### src/rtl/wb_pkg.sv
// rtl/wb_pkg.sv - shared types for the write-back stage
package wb_pkg;

    // Storage widths for a buffered entry; narrower configurations zero-pad.
    localparam int WB_DATA_W_MAX = 64;
    localparam int WB_REG_AW_MAX = 8;

    typedef enum logic [1:0] {
        SRC_ALU  = 2'd0,
        SRC_MEM  = 2'd1,
        SRC_LINK = 2'd2
    } wb_src_e;

    typedef enum logic [1:0] {
        SZ_B = 2'd0,
        SZ_H = 2'd1,
        SZ_W = 2'd2,
        SZ_D = 2'd3
    } wb_size_e;

    typedef struct packed {
        logic                     wen;
        logic [WB_REG_AW_MAX-1:0] waddr;
        logic [WB_DATA_W_MAX-1:0] wdata;
        logic                     misalign;
    } wb_entry_t;

endpackage

### src/rtl/wb_load_align.sv
// rtl/wb_load_align.sv - combinational sub-word load lane select and extension
// Ports: raw_i (memory word), size_i (wb_size_e), unsigned_i, off_i (byte offset)
//        -> data_o (extended result), misalign_o (offset not size-aligned).
// Used by wb_stage only when WB_SUBWORD_EN is defined.
module wb_load_align
    import wb_pkg::*;
#(
    parameter int DATA_W = 32,
    parameter int OFF_W  = $clog2(DATA_W / 8)
) (
    input  logic [DATA_W-1:0] raw_i,
    input  logic [1:0]        size_i,
    input  logic              unsigned_i,
    input  logic [OFF_W-1:0]  off_i,
    output logic [DATA_W-1:0] data_o,
    output logic              misalign_o
);

    logic [1:0]        esize;
    logic [OFF_W-1:0]  low_mask;
    logic [OFF_W-1:0]  aoff;
    logic [DATA_W-1:0] sh;
    logic [DATA_W-1:0] mask;
    logic [DATA_W-1:0] sign_bit;
    logic              sgn;
    int                nbits;

    always_comb begin
        esize = size_i;
        // A dword on a 32-bit datapath degenerates to a full word.
        if (DATA_W == 32 && size_i == SZ_D) begin
            esize = SZ_W;
        end

        case (wb_size_e'(esize))
            SZ_B:    low_mask = '0;
            SZ_H:    low_mask = OFF_W'(1);
            SZ_W:    low_mask = OFF_W'(3);
            default: low_mask = OFF_W'(7);
        endcase

        misalign_o = |(off_i & low_mask);
        // Misaligned accesses read the lane at the offset rounded down.
        aoff       = off_i & ~low_mask;
        sh         = raw_i >> {aoff, 3'b000};

        nbits    = 8 << esize;
        mask     = {DATA_W{1'b1}} >> (DATA_W - nbits);
        sign_bit = mask & ~(mask >> 1);
        sgn      = |(sh & sign_bit);
        data_o   = (sh & mask) | ((!unsigned_i && sgn) ? ~mask : '0);
    end

endmodule

### src/rtl/wb_stage.sv
// rtl/wb_stage.sv - pipelined write-back stage with 2-entry skid buffer
// Ports: clk, rst_n (async active-low); in_* MEM-stage instruction with
//        in_valid/in_ready handshake; wb_* head entry toward register file with
//        wb_valid/wb_ready handshake (also used for forwarding); retired count.
// Build option: WB_SUBWORD_EN enables sub-word load extraction and misalign flag;
//        without it the memory result is in_ram_data unmodified.
module wb_stage
    import wb_pkg::*;
#(
    parameter  int DATA_W = 32,
    parameter  int REG_AW = 5,
    localparam int OFF_W  = $clog2(DATA_W / 8)
) (
    input  logic              clk,
    input  logic              rst_n,
    input  logic              in_valid,
    output logic              in_ready,
    input  logic [DATA_W-1:0] in_alu_result,
    input  logic [DATA_W-1:0] in_ram_data,
    input  logic [DATA_W-1:0] in_link,
    input  logic [1:0]        in_src,
    input  logic [1:0]        in_ld_size,
    input  logic              in_ld_unsigned,
    input  logic [OFF_W-1:0]  in_byte_off,
    input  logic              in_wen,
    input  logic [REG_AW-1:0] in_wreg,
    output logic              wb_valid,
    input  logic              wb_ready,
    output logic              wb_wen,
    output logic [REG_AW-1:0] wb_waddr,
    output logic [DATA_W-1:0] wb_wdata,
    output logic              wb_misalign,
    output logic [31:0]       retired
);

    logic [DATA_W-1:0] mem_data;
    logic              mem_misalign;

`ifdef WB_SUBWORD_EN
    wb_load_align #(
        .DATA_W (DATA_W),
        .OFF_W  (OFF_W)
    ) u_load_align (
        .raw_i      (in_ram_data),
        .size_i     (in_ld_size),
        .unsigned_i (in_ld_unsigned),
        .off_i      (in_byte_off),
        .data_o     (mem_data),
        .misalign_o (mem_misalign)
    );
`else
    logic unused_subword;
    assign unused_subword = ^{in_ld_size, in_ld_unsigned, in_byte_off};
    assign mem_data       = in_ram_data;
    assign mem_misalign   = 1'b0;
`endif

    wb_entry_t         entry_d;
    logic [DATA_W-1:0] result;
    logic              is_mem;

    always_comb begin
        is_mem = 1'b0;
        case (wb_src_e'(in_src))
            SRC_MEM: begin
                result = mem_data;
                is_mem = 1'b1;
            end
            SRC_LINK: result = in_link;
            default:  result = in_alu_result;
        endcase
        entry_d.wen      = in_wen && (in_wreg != '0);
        entry_d.waddr    = WB_REG_AW_MAX'(in_wreg);
        entry_d.wdata    = WB_DATA_W_MAX'(result);
        entry_d.misalign = is_mem && mem_misalign;
    end

    wb_entry_t   mem_q [2];
    logic        wr_ptr_q, wr_ptr_d;
    logic        rd_ptr_q, rd_ptr_d;
    logic [1:0]  count_q, count_d;
    logic        in_ready_q, in_ready_d;
    logic [31:0] retired_q, retired_d;
    logic        push, pop;
    wb_entry_t   head;

    assign push = in_valid && in_ready_q;
    assign pop  = wb_valid && wb_ready;

    always_comb begin
        count_d = count_q;
        if (push && !pop) begin
            count_d = count_q + 2'd1;
        end else if (pop && !push) begin
            count_d = count_q - 2'd1;
        end
        wr_ptr_d   = push ? ~wr_ptr_q : wr_ptr_q;
        rd_ptr_d   = pop  ? ~rd_ptr_q : rd_ptr_q;
        // Registered ready: derived from the count the buffer will hold next cycle.
        in_ready_d = (count_d != 2'd2);
        retired_d  = pop ? retired_q + 32'd1 : retired_q;
    end

    always_ff @(posedge clk or negedge rst_n) begin
        if (!rst_n) begin
            mem_q      <= '{default: '0};
            wr_ptr_q   <= 1'b0;
            rd_ptr_q   <= 1'b0;
            count_q    <= 2'd0;
            in_ready_q <= 1'b1;
            retired_q  <= 32'd0;
        end else begin
            if (push) begin
                mem_q[wr_ptr_q] <= entry_d;
            end
            wr_ptr_q   <= wr_ptr_d;
            rd_ptr_q   <= rd_ptr_d;
            count_q    <= count_d;
            in_ready_q <= in_ready_d;
            retired_q  <= retired_d;
        end
    end

    assign head        = mem_q[rd_ptr_q];
    assign in_ready    = in_ready_q;
    assign wb_valid    = (count_q != 2'd0);
    assign wb_wen      = head.wen;
    assign wb_waddr    = head.waddr[REG_AW-1:0];
    assign wb_wdata    = head.wdata[DATA_W-1:0];
    assign wb_misalign = head.misalign;
    assign retired     = retired_q;

    // Padding bits of the stored entry beyond the configured widths.
    logic unused_head;
    assign unused_head = ^{head.waddr, head.wdata};

endmodule

### config.mk
export PLATFORM = sky130hd
export DESIGN_NAME = wb_stage
export DESIGN_NICKNAME = d
export VERILOG_FILES = /design/src/rtl/wb_pkg.sv /design/src/rtl/wb_load_align.sv /design/src/rtl/wb_stage.sv
export SDC_FILE = /design/constraint.sdc
export NUM_CORES = 1
export LEC_CHECK = 0
export ABC_AREA = 1
export BUFFER_PORTS_ARGS = -buffer_cell sky130_fd_sc_hd__buf_2
export CAP_MARGIN = 20
export CORE_UTILIZATION = 30
export CTS_CLUSTER_DIAMETER = 100
export DETAILED_ROUTE_END_ITERATION = 16
export PLACE_DENSITY = 0.62
export SYNTH_ARGS = -nofsm -noshare
export SYNTH_HDL_FRONTEND = slang
export SYNTH_SLANG_ARGS = --single-unit
### constraint.sdc
create_clock -name clk -period 1.3 [get_ports clk]
set_clock_uncertainty 0.05 [all_clocks]
set_input_delay 0.13 -clock clk [delete_from_list [all_inputs] [get_ports clk]]
set_output_delay 0.13 -clock clk [all_outputs]
set_load 0.05 [all_outputs]
Word level (Yosys, flattened, before mapping)
Index checks and enable logic that the tools add are counted.
W data, S select, Z words.
{"block": "word_totals", "ff_bits": 185, "input_bits": 113, "output_inout_bits": 73}
{"block": "op_classes", "n_addsub": 3, "n_lt_le_gt_ge": 3, "eq_ne": 3, "muxes": 9, "bitwise_logic": 4, "n_reduce_logical": 10}
{"cell": "$mux W74", "n": 4}
{"cell": "$bwmux W148", "n": 1}
{"cell": "$demux W74 S1", "n": 1}
{"cell": "$pmux W32 S2", "n": 1}
{"cell": "$add A32 B1 Y32 const B", "n": 1}
{"cell": "$logic_and A1 B1 Y1", "n": 6}
{"cell": "$reduce_bool A5 Y1", "n": 1}
{"cell": "$ge A2 B2 Y1 const B", "n": 2}
{"cell": "$mux W2", "n": 2}
{"cell": "$not A1 Y2", "n": 2}
{"cell": "$add A2 B1 Y2 const B", "n": 1}
{"cell": "$eq A2 B1 Y1 const B", "n": 1}
{"cell": "$eq A2 B2 Y1 const B", "n": 1}
{"cell": "$logic_not A1 Y1", "n": 2}
{"cell": "$lt A2 B1 Y1 const B", "n": 1}
{"cell": "$ne A2 B2 Y1 const B", "n": 1}
{"cell": "$not A1 Y1", "n": 2}
{"cell": "$reduce_bool A2 Y1", "n": 1}
{"cell": "$sub A2 B1 Y2 const B", "n": 1}

Depth between registers and ports, before layout
{"block": "logic_depth", "depth_word": 6, "mapped_depth": 11, "depth_no_buf": 11}

Worst setup path before layout
Ideal clock, no wire load.
{"block": "synth_timing", "path_kind": "register -> register", "startpoint": "register retired_q[1] (netlist: retired[1])", "endpoint": "register retired_q[22] (netlist: retired[22])", "setup_ps": 141, "arrival_ps": 1687, "t_required_ps": 1109, "slack_ps": -578, "path_stages_with_launch": 9, "cell_sequence": "dfrtp_1 -> ha_1 -> nand3_2 -> nor2_4 -> nand2_4 -> nor2_4 -> buf_6 -> nand2_4 -> xnor2_2"}
{"block": "synth_via", "elab_chain_len": 1}
{"element": "start: declaration", "line": "wb_stage.sv:83", "text": "logic [31:0] retired_q, retired_d;"}
{"element": "start signal: assignment", "line": "wb_stage.sv:120", "text": "retired_q <= retired_d;"}
{"element": "$add A32 B1 Y32", "line": "wb_stage.sv:101", "text": "retired_d = pop ? retired_q + 32'd1 : retired_q;"}
No other way between the ends.
A chain may end at the register's enable or synchronous reset.

Final worst setup path
{"block": "layout_timing", "startpoint": "register rd_ptr_q", "endpoint": "output port wb_wdata[20]"}
{"block": "layout_via", "elab_chain_len": 4}
{"element": "start: declaration", "line": "wb_stage.sv:80", "text": "logic rd_ptr_q, rd_ptr_d;"}
{"element": "start signal: assignment", "line": "wb_stage.sv:117", "text": "rd_ptr_q <= rd_ptr_d;"}
{"element": "$not A1 Y2 (not written as such)", "line": "wb_stage.sv:124", "text": "assign head = mem_q[rd_ptr_q];"}
{"element": "$mux W74 (not written as such) (3 in series)", "line": "wb_stage.sv:124"}
{"element": "end: declaration", "line": "wb_stage.sv:31", "text": "output logic [DATA_W-1:0] wb_wdata,"}
No other way between the ends. The select of a mux whose other input is x is not followed.

==> out/metrics.csv <==
metric,value,unit
crit_type,reg -> out,
min_path_cells,3,
hold-path-endpoint,mem_q[23],
drive_gt1_share,45.0,%
final_cell_mix,"nand2_1 (265), buf_2 (112), dfrtp_1 (84)",
hp-start,in_alu_result[22],
synth_fa_ha_area_share,0.868,%
synth-simple-area-share,30.4,%
syn_area,5770,um^2
ir_worst_vdd,0.00155,V
grt_pass1_vias,5571,
stdcell_area,9960,um^2
setup-violations-final,131,
utilization,53.1,%
cts_tree,yes,
cp-end-kind,primary output,
powerDensity,2340,nW/um^2
cts_buffer_depth,2,
r2r_setup_slack,-0.24,ns
multi_input_area,3070,um^2
critPathBufInv,3,
synth-compound-area-share,9.63,%
crit_family,buffers and inverters,
synthCells,754,
drtPass1Iterations,4,
num_rows,50,
diodes,0,
rsz0062_at_grt,yes,
reg2regPathDepth,7,
cts_buffers,17,
num_vias,5992,
finalHoldViolations,0,
pin_count,186,
fin_ws,-0.332,ns
rr_endpoint,retired[16],
period_share,126,%
dieArea,19800,um^2
timing.fmax,0.613,GHz
outcome,finished with violations,
hold_ws,0.00611,ns
wl_per_cell,14.3,um
n_fill_cell,1696,
finalWorstPathRequiredPeriod,1.63,ns
drc,0,
clkLatencyLatePin,0.41,ns
synthXorXnorAreaFrac,3.93,%
cp_data_required_time,1.12,ns
hpwl,11.5,mm
syn_avg_cell_area,7.65,um^2
max-cap-violations,0,
synth.area.mux_share,0,%
ff_latch_area,2860,um^2
antenna_found_initial,0,
cp_max_fo,10,
grt_max_degree,61,
ys_types,28,
clkSlewWorstSetupHoldPaths,0.05,ns
slew_violations,0,
r2r-start,retired[1],
fp.dieH,141,um
crit_path_start_kind,flip-flop,
seq_area_frac_synth,49.0,%
crit_path_cell_trace,clkinv_4 > clkbuf_16 > nand2_1 > nand2_2 > buf_12,
slowest_stage,dfrtp_2,
area_growth_syn_to_layout,72.7,%
hp-class,in -> reg,
final_common_cell,nand2_1,
wirelength,18.4,mm
place_congestion,0.764,
grt_pass1_wl,28.1,mm
drt-initial-drc-count,216,
failed_checks,negative setup slack,
grt-ovfl-total,0,
synth_top_family_by_area,simple AND/OR/NAND/NOR gates,
coreArea,18800,um^2
cts.htree.levels,4,
die_width,141,um
track_usage,18.2,%
ant_nets,0,
p_leak,0.00498,uW
total_power,23300,uW
nets,1161,
synth_seq_cells,113,
initial_utilization,30.7,%
ys_warn_count,0,
max_stage_delay,0.43,ns
portBuffers,179,
dpl_cell_area,7760,um^2
cts_sinks,113,
root_buffer,clkbuf_16,
syn-num-nets,871,
vias_per_cell,4.64,
cp.arrival,1.45,ns
==> how the worst max path moves through the flow <==
| stage | depth (start not counted) | endpoint | from |
|---|---|---|---|
| floorplan | 8 | retired[22] | retired[1] |
| global placement | 8 | mem_q[106] | in_src[0] |
| detailed placement | 8 | mem_q[32] | in_src[0] |
| CTS | 5 | wb_waddr[2] | rd_ptr_q |
| global route | 5 | wb_wdata[9] | rd_ptr_q |
| finish | 5 | wb_wdata[20] | rd_ptr_q |
==> synthesized netlist by cell type, drive strengths merged <==
library cell  count  share of area [%]
clkbuf           15               0.98
nor3              8               0.87
conb              1              0.065
xnor2            10                1.6
nand4            11                1.2
ha                4               0.87
nand2           319                 21
buf              24                2.2
xor2             15                2.3
dfrtp           112                 49
nand3b            1               0.13
nand3            48                4.3
o21ai           111                9.6
dfstp             1               0.46
nor2             30                2.8
inv              44                2.9
==> power by group <==
part	switching (uW)	internal, uW	leakage [uW]
Combinational	7520	5590	0.00331
Sequential	823	4820	0.00139
Clock	1640	2940	0.000277
Total	9990	13300	0.00498
==> cell type report <==
cell class              instances  area share [%]
well taps                     234            2.94
inverters                      44            1.98
flip-flops and latches        113            28.7
clock inverters                10            1.11
clock buffers                  21            4.72
repair buffers                310            29.7
multi-input cells             558            30.8
==> logic make-up after synthesis <==
kind of cell / count (synthesis)
AOI/OAI and AO/OA: 111
xor gates and xnor gates: 25
adders and majority gates: 4
buffers and inverters: 83
DFF: 113
other: 1
and+or+nand+nor: 417
==> routing by layer <==
metal	vias to the layer above	wire, um	GRT usage [%]
li1	2998	-	-
met1	2858	8320	23.9
met2	122	9380	30.2
met3	14	549	3.53
met4	0	159	5.43
met5	-	0	0
==> flip-flops by register name (all words and copies together), names as in the netlist <==
signal    cells
count_q       2
rd_ptr_q      1
retired      32
mem_q        76
in_ready      1
wr_ptr_q      1
==> repair_timing <==
action,CTS,global route
hold endpoints to repair,138,0
endpoints found under the setup margin,159,168
hold buffers,14,0
gates resized for setup,224,88
pin swaps,22,25
gates cloned,5,5
setup buffers,10,20
==> worst register-to-register path, cell delays in order, from the launching register on <==
cell and delay, ns:
dfrtp_2 0.39, ha_4 0.15, nand3_4 0.11, nor2_4 0.17, buf_6 0.12, nand4_1 0.13
nor2_1 0.18, xor2_1 0.15
==> stage by stage <==
stage	worst slack (ns)	TNS, ns	std cells
final	-0.332	-17.78	1290
after global routing	-0.391	-29.10	1290
after CTS	-0.339	-16.75	1270
after detailed placement	-0.212	-10.40	1212
after global placement	-0.191	-8.05	1212
after floorplan	-0.337	-19.57	754
Note: power is estimated with default switching activity, not from simulation.
